## src/rtl/rgb_fade_sequencer.sv

```systemverilog
// RGB LED palette sequencer: fades the three PWM duties between palette
// colours, updating only at 256-clock PWM frame boundaries.
module rgb_fade_sequencer #(
  parameter int          NUM_COLORS  = 4,
  parameter logic [15:0] STEP_FRAMES = 16'd4,
  parameter logic [15:0] HOLD_FRAMES = 16'd64,
  localparam int         AW          = $clog2(NUM_COLORS)
) (
  input  logic          clk,
  input  logic          nrst,
  input  logic          enable,
  input  logic          wr_en,
  input  logic [AW-1:0] wr_addr,
  input  logic [23:0]   wr_data,
  output logic [7:0]    duty_r,
  output logic [7:0]    duty_g,
  output logic [7:0]    duty_b,
  output logic [AW-1:0] color_idx,
  output logic          busy,
  output logic          frame_tick
);

  typedef enum logic [1:0] {
    IDLE,
    FADE,
    HOLD
  } state_t;

  state_t        state;
  logic [7:0]    frm_cnt;
  logic [15:0]   step_cnt;
  logic [15:0]   hold_cnt;
  logic [23:0]   palette [NUM_COLORS];
  logic [23:0]   target;
  logic          boundary;
  logic          at_target;
  logic [AW-1:0] next_idx;

  function automatic logic [7:0] step_to(
    input logic [7:0] cur,
    input logic [7:0] tgt
  );
    if (cur < tgt)
      return cur + 8'd1;
    else if (cur > tgt)
      return cur - 8'd1;
    else
      return cur;
  endfunction

  assign boundary = (frm_cnt == 8'hFF);

  // Free-running frame counter, phase-aligned with the pwm counters
  always_ff @(posedge clk or negedge nrst) begin
    if (!nrst) begin
      frm_cnt    <= 8'd0;
      frame_tick <= 1'b0;
    end else begin
      frm_cnt    <= frm_cnt + 8'd1;
      frame_tick <= boundary;
    end
  end

  // Addresses past the last entry match no slot and are dropped
  always_ff @(posedge clk or negedge nrst) begin
    if (!nrst) begin
      for (int i = 0; i < NUM_COLORS; i++)
        palette[i] <= 24'd0;
    end else begin
      for (int i = 0; i < NUM_COLORS; i++)
        if (wr_en && wr_addr == AW'(i))
          palette[i] <= wr_data;
    end
  end

  always_comb begin
    target = 24'd0;
    for (int i = 0; i < NUM_COLORS; i++)
      if (color_idx == AW'(i))
        target = palette[i];
  end

  assign at_target = (duty_r == target[23:16]) &&
                     (duty_g == target[15:8]) &&
                     (duty_b == target[7:0]);

  assign next_idx = (color_idx == AW'(NUM_COLORS - 1)) ?
                    '0 : color_idx + 1'b1;

  always_ff @(posedge clk or negedge nrst) begin
    if (!nrst) begin
      state     <= IDLE;
      busy      <= 1'b0;
      duty_r    <= 8'd0;
      duty_g    <= 8'd0;
      duty_b    <= 8'd0;
      color_idx <= '0;
      step_cnt  <= 16'd0;
      hold_cnt  <= 16'd0;
    end else if (state != IDLE && !enable) begin
      // Disable does not wait for a frame boundary
      state    <= IDLE;
      busy     <= 1'b0;
      step_cnt <= 16'd0;
      hold_cnt <= 16'd0;
    end else if (boundary) begin
      unique case (state)
        IDLE: begin
          if (enable) begin
            state    <= FADE;
            busy     <= 1'b1;
            step_cnt <= 16'd0;
          end
        end
        FADE: begin
          if (at_target) begin
            state    <= HOLD;
            hold_cnt <= 16'd0;
          end else if (step_cnt == STEP_FRAMES - 16'd1) begin
            step_cnt <= 16'd0;
            duty_r   <= step_to(duty_r, target[23:16]);
            duty_g   <= step_to(duty_g, target[15:8]);
            duty_b   <= step_to(duty_b, target[7:0]);
          end else begin
            step_cnt <= step_cnt + 16'd1;
          end
        end
        HOLD: begin
          if (hold_cnt == HOLD_FRAMES - 16'd1) begin
            hold_cnt  <= 16'd0;
            color_idx <= next_idx;
            state     <= FADE;
            step_cnt  <= 16'd0;
          end else begin
            hold_cnt <= hold_cnt + 16'd1;
          end
        end
        default: begin
          state <= IDLE;
          busy  <= 1'b0;
        end
      endcase
    end
  end

endmodule

```

## config.mk

```make
export PLATFORM = sky130hd
export DESIGN_NAME = rgb_fade_sequencer
export DESIGN_NICKNAME = d
export VERILOG_FILES = /design/src/rtl/rgb_fade_sequencer.sv
export SDC_FILE = /design/constraint.sdc
export NUM_CORES = 1
export LEC_CHECK = 0
export ABC_AREA = 1
export CORE_MARGIN = 5
export CORE_UTILIZATION = 40
export DETAILED_ROUTE_END_ITERATION = 6
export SYNTH_ARGS = -nofsm -noshare
export SYNTH_HDL_FRONTEND = slang
export SYNTH_SLANG_ARGS = --single-unit
```

## constraint.sdc

```tcl
create_clock -name clk -period 3 [get_ports clk]
set_input_delay 0.3 -clock clk [delete_from_list [all_inputs] [get_ports clk]]
set_output_delay 0.3 -clock clk [all_outputs]
set_load 0.1 [all_outputs]
```

# Word-level counts from Yosys, hierarchy flattened
# Cells that the tools add are included.
[totals]
register_bits = 166
output_inout_bits = 28
word_cells = 111
[op_classes]
n_addsub = 10
n_lt_le_gt_ge = 6
eq_ne = 19
muxes = 33
bitwise = 2
n_reduce_logical = 27
[ops]
columns = ["op", "n"]
rows = [
  ["$mux 16", 10],
  ["$mux 24", 4],
  ["$mux 8", 6],
  ["$pmux 16 s3", 1],
  ["$add 16x1->16 const B", 2],
  ["$add 8x1->8 const B", 4],
  ["$pmux 16 s2", 1],
  ["$eq 8x8->1", 3],
  ["$gt 8x8->1", 3],
  ["$lt 8x8->1", 3],
  ["$sub 8x1->8 const B", 3],
  ["$reduce_and 6->1", 3],
  ["$eq 16x2->1 const B", 1],
  ["$eq 16x6->1 const B", 1],
  ["$mux 2", 6],
  ["$ne 3x3->1 const B", 4],
  ["$eq 2x2->1 const B", 5],
  ["$reduce_bool 2->1", 5],
  ["$eq 8x8->1 const B", 1],
  ["$reduce_and 4->1", 2],
  ["$logic_and 1x1->1", 7],
  ["$eq 2x1->1 const B", 3],
  ["$logic_not 2->1", 3],
  ["$pmux 2 s3", 1],
  ["11 further kinds", 15],
]

# Depth between registers and ports, before layout
# Gate-level depths: netlist of the first run.
[depth]
word_depth = 12
ltp_mapped = 26
depth_no_buf = 25

# Worst setup path before layout of the first run
# No wires, ideal clock.
[synth_path]
path_kind = "flip-flop to flip-flop"
from = "register color_idx[0]"
to = "register duty_b[5]"
t_arrival_ns = 3.891
slack_ns = -1.013
stages_incl_launch_ff = 20
path_buffers = 2
synth_period_minus_slack_ns = 4.013
cell_sequence = "dfrtp_1 inv_1 ha_1 clkbuf_1 inv_1 clkbuf_1 nand2_1 nand2_1 o21ai_0 ha_1 a21oi_1 nor2_1 nor2_1 nand2_1 ha_1 a21oi_1 nand2_1 a21oi_1 xor2_1 o21ai_2"
[synth_via]
elab_chain_len = 10
elab_cells_between_ends = 19
[synth_lines]
columns = ["item", "line", "source"]
rows = [
  ["start: declaration", "18", "output logic [AW-1:0] color_idx,"],
  ["start signal: assignment", "131", "color_idx <= next_idx;"],
  ["$logic_not 2->1", "79", "if (color_idx == AW'(i))"],
  ["$mux 24 (3 in series)", "79", ""],
  ["$mux 24 (*)", "79", ""],
  ["parallel branches: the longest is 5 deep, another holds $lt 8x8->1", "n/a", ""],
  ["end signal: assignment", "123", "duty_b <= step_to(duty_b, target[7:0]);"],
  ["end: declaration", "17", "output logic [7:0] duty_b,"],
]
# Mark *: on every way between the ends.
# A chain may end at the register's enable or synchronous reset.

# Worst setup path after layout of the first run
[layout_path]
from = "register color_idx[1]"
to = "register duty_r[7]"
[layout_via]
elab_chain_len = 10
elab_cells_between_ends = 19
[layout_lines]
columns = ["item", "line", "source"]
rows = [
  ["$logic_not 2->1", "79", ""],
  ["$mux 24 (3 in series)", "79", ""],
  ["$mux 24 (*)", "79", ""],
  ["parallel branches: the longest is 5 deep, another holds $lt 8x8->1", "n/a", ""],
  ["end signal: assignment", "121", "duty_r <= step_to(duty_r, target[23:16]);"],
  ["end: declaration", "15", "output logic [7:0] duty_r,"],
]
# Marked as above.

==> results of run 1 <==
[cell usage in the layout, fill, tap and decap left out, types with 4 or more instances in the layout]
cell type / Yosys / routed
a21oi_1: 51 / 38
buf_8: 0 / 4
nand2_1: 374 / 344
nand4_1: 27 / 27
dfrtp_1: 166 / 164
buf_4: 0 / 111
inv_1: 110 / 103
xnor2_2: 0 / 6
nor2_1: 69 / 59
clkdlybuf4s50_1: 0 / 28
clkbuf_16: 0 / 19
nand3_1: 76 / 64
ha_4: 0 / 18
xor2_1: 15 / 14
nand3_2: 3 / 14
o21ai_0: 152 / 125
nor2_2: 2 / 4
nand2_4: 6 / 15
o21ai_1: 16 / 33
nand2_8: 0 / 7
and2_1: 4 / 4
a21o_1: 6 / 6
nand2_2: 10 / 27
nor2_4: 4 / 12
ha_1: 52 / 32
a21oi_2: 0 / 8
buf_12: 0 / 8
inv_2: 2 / 5
buf_6: 7 / 25
clkinv_8: 0 / 9
a21oi_4: 0 / 5
o21ai_2: 14 / 24
nor3_1: 17 / 17
[where the power goes]
part / total (mW) / internal, mW / switching (mW) / leakage, nW
registers: 2.62 / 2.47 / 0.152 / 2.12
logic: 2.05 / 0.909 / 1.14 / 3.85
clock network: 2.29 / 1.15 / 1.14 / 0.299
total: 6.97 / 4.53 / 2.44 / 6.27
[metrics by stage]
step                TNS [ns]  total power [mW]  utilization  cell area (µm²)
floorplan              -1.67              3.78            -            10100
global placement       -7.65              4.31        0.472            11400
detailed placement    -10.77              4.35        0.472            11400
CTS                    -2.99              6.77        0.516            12500
global route          -11.73              7.36        0.544            13200
finish                 -3.36              6.97        0.544            13200
[cell type report]
| type | count | area [µm²] |
|---|---|---|
| clock buffers | 17 | 425 |
| clock inverters | 15 | 205 |
| fillers | 2217 | 11000 |
| inverters | 115 | 462 |
| multi-input cells | 934 | 5800 |
| flip-flops and latches | 166 | 4160 |
| well taps | 324 | 405 |
| repair buffers | 180 | 1700 |
[critical path, delay by kind of cell, from the launching register on]
kind | cells | cell delay [ns]
fa+ha+maj | 3 | 0.85
compound gates | 3 | 0.34
buf+inv | 4 | 0.40
flops | 1 | 0.50
simple gates | 13 | 1.03
[cells by family (layout without fill, tap and decap cells)]
family,Yosys count,in the layout,share of synthesized area
AND/OR/NAND/NOR,601,604,0.271
AO/OA/AOI/OAI,250,250,0.138
flip-flops,166,166,0.426
buffers and inverters,164,327,0.0694
adder cells (fa/ha/maj),55,55,0.0729
XOR/XNOR,25,25,0.0224
[state kept, by name, indices dropped and copies added, names as in the netlist, 2 cells and up]
signal	flops
step_cnt	16
palette	96
hold_cnt	16
color_idx	2
duty_b	8
frm_cnt	8
state	2
duty_r	8
duty_g	8
[timing repair]
item                                    4_1_cts  5_1_grt
hold endpoints to repair                     61        0
gates resized for setup                      58      113
pin swaps                                    38       51
hold buffers                                  1        0
buffers inserted                             13       22
endpoints found under the setup margin       58       58
gates cloned                                  1        5
[layer usage]
layer	GRT usage	part of all wire
met3	0.0295	0.032
met2	0.298	0.48
met4	0.0409	0.010
met5	0	0
met1	0.264	0.47
[final timing paths]
check                                          from                       to  slack [ns]  depth (start not counted)
min in group clk               frm_cnt[0]$_DFF_PN0_     frm_cnt[0]$_DFF_PN0_        0.45                          1
setup / recovery           color_idx[1]$_DFFE_PN0P_    duty_r[7]$_DFFE_PN0P_       -0.26                         23
hold / removal                                 nrst    duty_r[5]$_DFFE_PN0P_        0.43                          2
max in group asynchronous                      nrst  palette[41]$_DFFE_PN0P_        1.65                          3
hold reg to reg                frm_cnt[0]$_DFF_PN0_     frm_cnt[0]$_DFF_PN0_        0.45                          1
setup reg to reg           color_idx[1]$_DFFE_PN0P_    duty_r[7]$_DFFE_PN0P_       -0.26                         23
==> impl_metrics.csv, run 1 <==
group,metric,value,unit
worst_setup_path,endpoint_kind,"flop",
clock_network,cts_tree,"yes",
floorplanning,initial_utilization,0.403,
timing,period_share,1.09,
floorplanning,core,0.0242,mm²
clock_network,cts_max_level,4,
clock_network,cts-root-buf,"clkbuf_16",
worst_setup_path,worstPathRequired,3.33,ns
drt,drtIter0Drc,537,
drt,vias,8885,
outcome,violations,"negative setup slack",
timing,relSlewSlack,0.567,
power_and_ir_drop,vdd_drop_max,0.397,mV
floorplanning,dieWidth,166,µm
layout,diodes,0,
worst_setup_path,cp_data_arrival_time,3.59,ns
worst_setup_path,slowest_delay,0.50,ns
global_routing,grt_pass1_vias,8428,
logic_synthesis,synthFlopType,"dfrtp_1",
logic_synthesis,seq_area_frac_synth,0.426,
worst_setup_path,critPathSlowestCell,"dfrtp_4",
clock_network,clk_latency,0.44,ns
timing,rsz0062_at_grt,"true",
logic_synthesis,synth_nets,1346,
worst_setup_path,cp-start-kind,"flop",
placement,dp_hpwl,17700,µm
logic_synthesis,synth_top_area_share,0.426,
timing,hold_viol,0,
global_routing,antenna_found_initial,0,
global_routing,grt_overflow,0,
clock_network,cts_buffer_depth,2,
layout,drive_gt1_frac,0.251,
floorplanning,fp-row-count,57,
layout,nNetsFinal,1499,
floorplanning,die-area,0.0276,mm²
drt,routedWlPerCell,15.0,µm
global_routing,grt_usage,0.185,
logic_synthesis,yosysMostFrequentCell,"nand2_1",
worst_setup_path,path_cells,"inv_4 > ha_4 > buf_12 > buf_4 > nand2_1 > o21ai_1 > nand2_1 > nand2_1 > o21ai_1 > ha_1 > a21o_1 > nor2_4 > nand2_8 > ha_4 > nand2_1 > nor2_1 > nand2_2 > nand3_2 > inv_1 > nand2_1 > nand2_1 > nand2_1 > nand2_1",
logic_synthesis,yosysWarnings,0,
flow_run,max_cap_viol_count,0,
logic_synthesis,syn_area,0.00975,mm²
logic_synthesis,synth_cell_types,40,
drt,dr.pass1.iters,5,
logic_synthesis,synth.area.top_cells,"dfrtp_1 43%, nand2_1 14%, o21ai_0 7.8%",
drt,drc,0,
worst_setup_path,path_class,"reg -> reg",
logic_synthesis,avgSynthCellArea,7.74,µm²
timing,fin_skew,0.0151,ns
layout,syn_to_final_growth,35.0,%
clock_network,cts.sinks,166,
logic_synthesis,synthArstFlopShare,1.00,
power_and_ir_drop,leakage,6.27,nW
floorplanning,die_h,166,µm
clock_network,numCtsBuffers,17,
outcome,outcome,"finished, violations left",
power_and_ir_drop,p_per_area,529,mW/mm²
logic_synthesis,ys_ff_latch,166,
drt,wl,26200,µm
timing,setup_viol_count_final,36,
timing,setup_ws,-0.258,ns
global_routing,grt_pass1_wl,42500,µm
worst_setup_path,crit_fanout,8,
logic_synthesis,synth-edff-count,0,
placement,portBuffers,57,
timing,worst_pin_slew,0.649,ns
hold_path,hp-class,"in -> async",
placement,gp_congestion,0.873,
logic_synthesis,syn_inst,1261,
placement,dp_slack,-0.298,ns
placement,placed_cells,1679,
logic_synthesis,synth_common_cells,"374 x nand2_1, 166 x dfrtp_1, 152 x o21ai_0, 110 x inv_1, 76 x nand3_1",
timing,max_freq,307,MHz
worst_setup_path,cpMostUsedCell,"nand2_1",
logic_synthesis,synth_area_leader_cell,"dfrtp_1",
global_routing,grt_max_degree,66,
drt,avgViaCountPerCell,5.07,
timing,hold_ws,0.428,ns
layout,layout.cells.non_filler,1751,
clock_network,clk_pin_slew,0.07,ns
timing,min_period,3.26,ns
floorplanning,ios,58,
timing,drv_slew,0,
drt,antenna_left,0,
Power figures use the tool's default switching activity.
==> inputs of run 2 (changes only) <==
--- a/config.mk
+++ b/config.mk
@@ -6,7 +6,8 @@
 export NUM_CORES = 1
 export LEC_CHECK = 0
 export ABC_AREA = 1
-export CORE_MARGIN = 5
+export CAP_MARGIN = 30
+export CORE_MARGIN = 2
 export CORE_UTILIZATION = 40
 export DETAILED_ROUTE_END_ITERATION = 6
 export SYNTH_ARGS = -nofsm -noshare
==> impl_metrics.csv, run 2 (same netlist as run 1, synthesis figures left out) <==
group,metric,value,unit
outcome,outcome,"finished, violations left",
outcome,violations,"negative setup slack",
clock_network,cts.sinks,166,
layout,layout_common_cells,"356 x nand2_1, 164 x dfrtp_1, 128 x o21ai_0",
global_routing,grt_usage,0.203,
worst_setup_path,path_class,"reg -> reg",
power_and_ir_drop,power,6.88,mW
layout,largest_reg_flops,96,
power_and_ir_drop,vdd_drop_max,0.456,mV
layout,register_area,0.00416,mm²
clock_network,cts-root-buf,"clkbuf_16",
floorplanning,dieWidth,160,µm
timing,setup_viol_count_final,23,
drt,vias,8765,
placement,dp_hpwl,17400,µm
global_routing,grt_pass1_wl,42100,µm
placement,portBuffers,57,
worst_setup_path,worstPathRequired,3.33,ns
clock_network,cts_tree,"yes",
layout,syn_to_final_growth,29.3,%
timing,drv_slew,0,
layout,top_register,"palette",
timing,worst_pin_slew,0.657,ns
power_and_ir_drop,leakage,6.02,nW
drt,wl_met1,12100,µm
worst_setup_path,endpoint_kind,"flop",
hold_path,hp-class,"in -> async",
clock_network,numCtsBuffers,17,
floorplanning,fp-row-count,57,
timing,setup_ws,-0.267,ns
drt,dr.pass1.iters,5,
layout,nNetsFinal,1470,
layout,drive_gt1_frac,0.211,
timing,period_share,1.09,
worst_setup_path,cp-start-kind,"flop",
floorplanning,ios,58,
drt,dr.max_layer_used,"met4",
drt,drtIter0Drc,500,
drt,wl,25400,µm
drt,avgViaCountPerCell,5.09,
flow_run,max_cap_viol_count,0,
layout,fin_util,0.523,
timing,max_freq,306,MHz
clock_network,clk_pin_slew,0.08,ns
timing,relSlewSlack,0.562,
global_routing,antenna_found_initial,0,
layout,multiInputGateArea,0.00554,mm²
drt,routedWlPerCell,14.8,µm
global_routing,grt_pass1_vias,8282,
floorplanning,core,0.0241,mm²
clock_network,cts_buffer_depth,2,
drt,drc,0,
floorplanning,die_h,160,µm
drt,routed-wl-met3,780,µm
layout,reg_top3,"palette x96, hold_cnt x16, step_cnt x16",
layout,diodes,0,
floorplanning,initial_utilization,0.405,
worst_setup_path,cp_data_arrival_time,3.60,ns
timing,rsz0062_at_grt,"true",
clock_network,clk_latency,0.44,ns
timing,hold_viol,0,
clock_network,cts_max_level,4,
power_and_ir_drop,p_per_area,545,mW/mm²
layout,fillers,2319,
global_routing,grt_max_degree,63,
floorplanning,die-area,0.0257,mm²
drt,antenna_left,0,
timing,fin_skew,0.0174,ns
placement,gp_congestion,0.859,
timing,min_period,3.27,ns
drt,dr_wl_met2,12300,µm
worst_setup_path,crit_fanout,8,
global_routing,grt_overflow,0,
layout,layout_commonest_cell,"nand2_1",
[run 2: changes by cell type in the layout (fill, tap and decap cells not counted), sizes merged]
| cell | before | now |
|---|---|---|
| buf | 149 | 124 |
| clkbuf | 19 | 17 |
| nand2 | 393 | 391 |
| clkinv | 13 | 12 |
| inv | 116 | 117 |
[run 2: final timing paths]
kind	startpoint	endpoint	slack (ns)	cells past startpoint
setup / recovery	color_idx[1]$_DFFE_PN0P_	duty_b[6]$_DFFE_PN0P_	-0.27	20
hold / removal	nrst	duty_r[5]$_DFFE_PN0P_	0.43	2
setup reg to reg	color_idx[1]$_DFFE_PN0P_	duty_b[6]$_DFFE_PN0P_	-0.27	20
hold reg to reg	frm_cnt[0]$_DFF_PN0_	frm_cnt[0]$_DFF_PN0_	0.45	1
max in group asynchronous	nrst	palette[56]$_DFFE_PN0P_	1.69	3
min in group clk	frm_cnt[0]$_DFF_PN0_	frm_cnt[0]$_DFF_PN0_	0.45	1
[run 2: through the flow]
step / cell area, µm² / setup WS [ns] / TNS, ns / hold WS [ns] / cells
floorplan: 10100 / -0.171 / -1.67 / 0.00441 / 1261
global placement: 11400 / -0.240 / -3.76 / 0.345 / 1674
detailed placement: 11400 / -0.279 / -5.21 / 0.348 / 1674
CTS: 12400 / -0.196 / -2.50 / 0.455 / 1718
global route: 12600 / -0.455 / -10.12 / 0.473 / 1722
finish: 12600 / -0.267 / -2.33 / 0.434 / 1722
[run 2: per-layer routing]
metal | track usage | up-vias
met2 | 0.341 | 151
met5 | 0 | -
met3 | 0.0278 | 15
met4 | 0.0491 | 0
li1 | - | 4397
met1 | 0.279 | 4202
[run 2: what timing repair did]
action | in CTS | in global routing
endpoints found under the hold margin | 57 | 0
gates cloned | 3 | 0
pin swaps | 8 | 21
hold buffers | 1 | 0
setup endpoints to repair | 54 | 58
resized for setup | 38 | 51
buffers inserted | 8 | 4
[run 2: area by class of cell]
cell class	count	area share
flip-flops and latches	166	0.330
multi-input cells	932	0.439
repair buffers	153	0.113
inverters	115	0.0360
clock buffers	17	0.0337
clock inverters	15	0.0163
well taps	324	0.0321
[run 2: power breakdown]
part           internal (mW)  total, mW  leakage [nW]  switching [mW]
Combinational          0.872       1.97          3.60            1.10
Sequential              2.47       2.62          2.12           0.147
Clock                   1.15       2.28         0.299            1.14
[run 2: worst max-delay path: stages (launching register included)]
cell and delay (ns):
dfrtp_4 0.51, inv_4 0.09, ha_4 0.21, buf_4 0.15, nand2_1 0.05, o21ai_0 0.14
nand2_1 0.06, nand2_1 0.06, o21ai_0 0.08, ha_1 0.31, a21oi_1 0.17, nand2_1 0.08
nand2_2 0.13, nand2_8 0.12, fa_2 0.43, nand4_1 0.10, nand3_2 0.11, xnor2_2 0.18
nand3_1 0.09, nand2_1 0.06, inv_1 0.03
==> inputs of run 3 (changes only) <==
==> constraint.sdc (replaced) <==
create_clock -name clk -period 3.04 [get_ports clk]
set_input_delay 0.304 -clock clk [delete_from_list [all_inputs] [get_ports clk]]
set_output_delay 0.304 -clock clk [all_outputs]
set_load 0.1 [all_outputs]
==> impl_metrics.csv, run 3 (same netlist as run 1, synthesis figures left out) <==
group,metric,value,unit
outcome,outcome,"finished, violations left",
clock_network,cts-root-buf,"clkbuf_16",
floorplanning,ios,58,
power_and_ir_drop,p_switching,2.57,mW
layout,drive_gt1_frac,0.295,
drt,antenna_left,0,
clock_network,cts_max_level,4,
timing,rsz0062_at_grt,"true",
worst_setup_path,endpoint_kind,"flop",
layout,nNetsFinal,1497,
worst_setup_path,cp-start-kind,"flop",
timing,drv_slew,0,
drt,routedWlPerCell,15.0,µm
worst_setup_path,path_cells,"inv_4 > ha_4 > buf_12 > buf_8 > nand2_2 > o21ai_1 > nand2_1 > nand2_1 > o21ai_2 > ha_1 > a21o_1 > nor2_4 > nand2_8 > ha_4 > nand2_2 > nand2_2 > nand2_1 > nand3_1 > xnor2_1 > nand3_1 > nand2_1 > inv_1",
placement,gp_congestion,0.848,
layout,largest_reg_flops,96,
placement,dp_slack,-0.212,ns
worst_setup_path,cpMostUsedCell,"nand2_1",
power_and_ir_drop,leakage,6.38,nW
hold_path,hp-class,"in -> async",
power_and_ir_drop,pwr-share-comb,0.322,
power_and_ir_drop,p_int,4.63,mW
drt,dr.pass1.iters,5,
outcome,violations,"negative setup slack",
layout,top_register,"palette",
layout,fin_util,0.560,
drt,drc,0,
timing,worst_pin_slew,0.956,ns
layout,multiInputGateArea,0.00605,mm²
timing,setup_viol_count_final,32,
timing,fin_skew,0.0207,ns
layout,reg_top3,"palette x96, hold_cnt x16, step_cnt x16",
global_routing,grt_pass1_wl,42000,µm
worst_setup_path,cp_data_arrival_time,3.61,ns
layout,syn_to_final_growth,38.3,%
drt,wl,26100,µm
drt,dr.max_layer_used,"met4",
placement,dp_hpwl,17600,µm
floorplanning,die_h,160,µm
timing,finalSetupTns,-3.13,ns
worst_setup_path,critPathSlowestCell,"dfrtp_4",
drt,vias,8892,
global_routing,grt_usage,0.200,
floorplanning,die-area,0.0257,mm²
power_and_ir_drop,seqPwrFrac,0.360,
layout,layout_commonest_cell,"nand2_1",
worst_setup_path,slowest_delay,0.52,ns
power_and_ir_drop,p_per_area,534,mW/mm²
worst_setup_path,worstPathRequired,3.37,ns
timing,period_share,1.08,
timing,max_freq,305,MHz
floorplanning,initial_utilization,0.405,
global_routing,grt_max_degree,75,
clock_network,clk_pin_slew,0.08,ns
drt,wl_met1,12700,µm
power_and_ir_drop,clkPwrFrac,0.318,
power_and_ir_drop,swShare,0.357,
layout,fillers,2230,
global_routing,grt_pass1_vias,8344,
clock_network,cts_buffer_depth,2,
power_and_ir_drop,vdd_drop_max,0.335,mV
worst_setup_path,crit_fanout,8,
drt,drtIter0Drc,459,
global_routing,antenna_found_initial,0,
clock_network,clk_latency,0.45,ns
layout,diodes,0,
global_routing,grt_overflow,0,
floorplanning,dieWidth,160,µm
clock_network,cts.sinks,166,
flow_run,max_cap_viol_count,0,
worst_setup_path,cpLargestDelayFamily,"simple AND/OR/NAND/NOR gates",
timing,min_period,3.28,ns
drt,routed-wl-met3,753,µm
floorplanning,core,0.0241,mm²
timing,hold_ws,0.455,ns
floorplanning,fp-row-count,57,
clock_network,numCtsBuffers,17,
worst_setup_path,path_class,"reg -> reg",
layout,final_area,0.0135,mm²
drt,avgViaCountPerCell,5.08,
timing,hold_viol,0,
placement,dpl-instance-area,0.0114,mm²
layout,layout_common_cells,"312 x nand2_1, 164 x dfrtp_1, 120 x o21ai_0",
worst_setup_path,crit_buf_inv,4,
placement,portBuffers,57,
timing,relSlewSlack,0.360,
layout,register_area,0.00416,mm²
timing,setup_ws,-0.243,ns
clock_network,cts_tree,"yes",
drt,dr_wl_met2,12400,µm
-- run 3: cell types whose count changed in the layout (fill, tap and decap cells not counted), moves of 10 or more --
| cell | previous run | this run |
|---|---|---|
| nand2_1 | 356 | 312 |
| nand2_2 | 21 | 55 |
| buf_6 | 7 | 28 |
| o21ai_2 | 18 | 35 |
| nand3_1 | 67 | 55 |
| nand3_2 | 11 | 22 |
| nand2_4 | 6 | 16 |
-- run 3: timing repair --
action	in CTS	in global routing
hold buffers	1	0
resized for setup	37	218
pin swaps	11	100
gates cloned	1	7
endpoints found under the hold margin	71	0
buffers inserted	8	33
endpoints found under the setup margin	44	58
-- run 3: power groups by stage --
| stage | combinational (mW) | sequential (mW) | clock (mW) |
|---|---|---|---|
| 6_report | 2.32 | 2.59 | 2.30 |
| 5_1_grt | 2.56 | 2.62 | 2.43 |
| 4_1_cts | 1.76 | 2.58 | 2.34 |
| 3_5_place_dp | 1.65 | 2.62 | 0 |
| 3_3_place_gp | 1.62 | 2.61 | 0 |
| 2_1_floorplan | 1.14 | 2.58 | 0 |
-- run 3: final cells by class --
class | instances | area share
Multi-Input combinational cell | 934 | 0.449
Sequential cell | 166 | 0.309
Timing Repair Buffer | 177 | 0.130
Inverter | 115 | 0.0346
Clock buffer | 17 | 0.0315
Tap cell | 324 | 0.0301
Clock inverter | 15 | 0.0159
Timing Repair inverter | 1 | 0.000649
-- run 3: worst paths after layout --
kind / start / slack [ns] / end / cells after the start
min: nrst / 0.46 / hold_cnt[11]$_DFFE_PN0P_ / 2
max: color_idx[1]$_DFFE_PN0P_ / -0.24 / duty_g[6]$_DFFE_PN0P_ / 22
min reg2reg: frm_cnt[0]$_DFF_PN0_ / 0.46 / frm_cnt[0]$_DFF_PN0_ / 1
max reg2reg: color_idx[1]$_DFFE_PN0P_ / -0.24 / duty_g[6]$_DFFE_PN0P_ / 22
min in group clk: frm_cnt[0]$_DFF_PN0_ / 0.46 / frm_cnt[0]$_DFF_PN0_ / 1
max in group asynchronous: nrst / 1.67 / hold_cnt[2]$_DFFE_PN0P_ / 3
-- run 3: through the flow --
stage | power (mW) | cells
3_5_place_dp | 4.27 | 1669
4_1_cts | 6.68 | 1711
3_3_place_gp | 4.23 | 1669
2_1_floorplan | 3.72 | 1261
6_report | 7.21 | 1749
5_1_grt | 7.61 | 1749
-- run 3: routing by layer --
| layer | vias to the layer above | GRT usage |
|---|---|---|
| met1 | 4269 | 0.286 |
| li1 | 4461 | - |
| met4 | 0 | 0.0467 |
| met5 | - | 0 |
| met3 | 20 | 0.0304 |
| met2 | 142 | 0.322 |
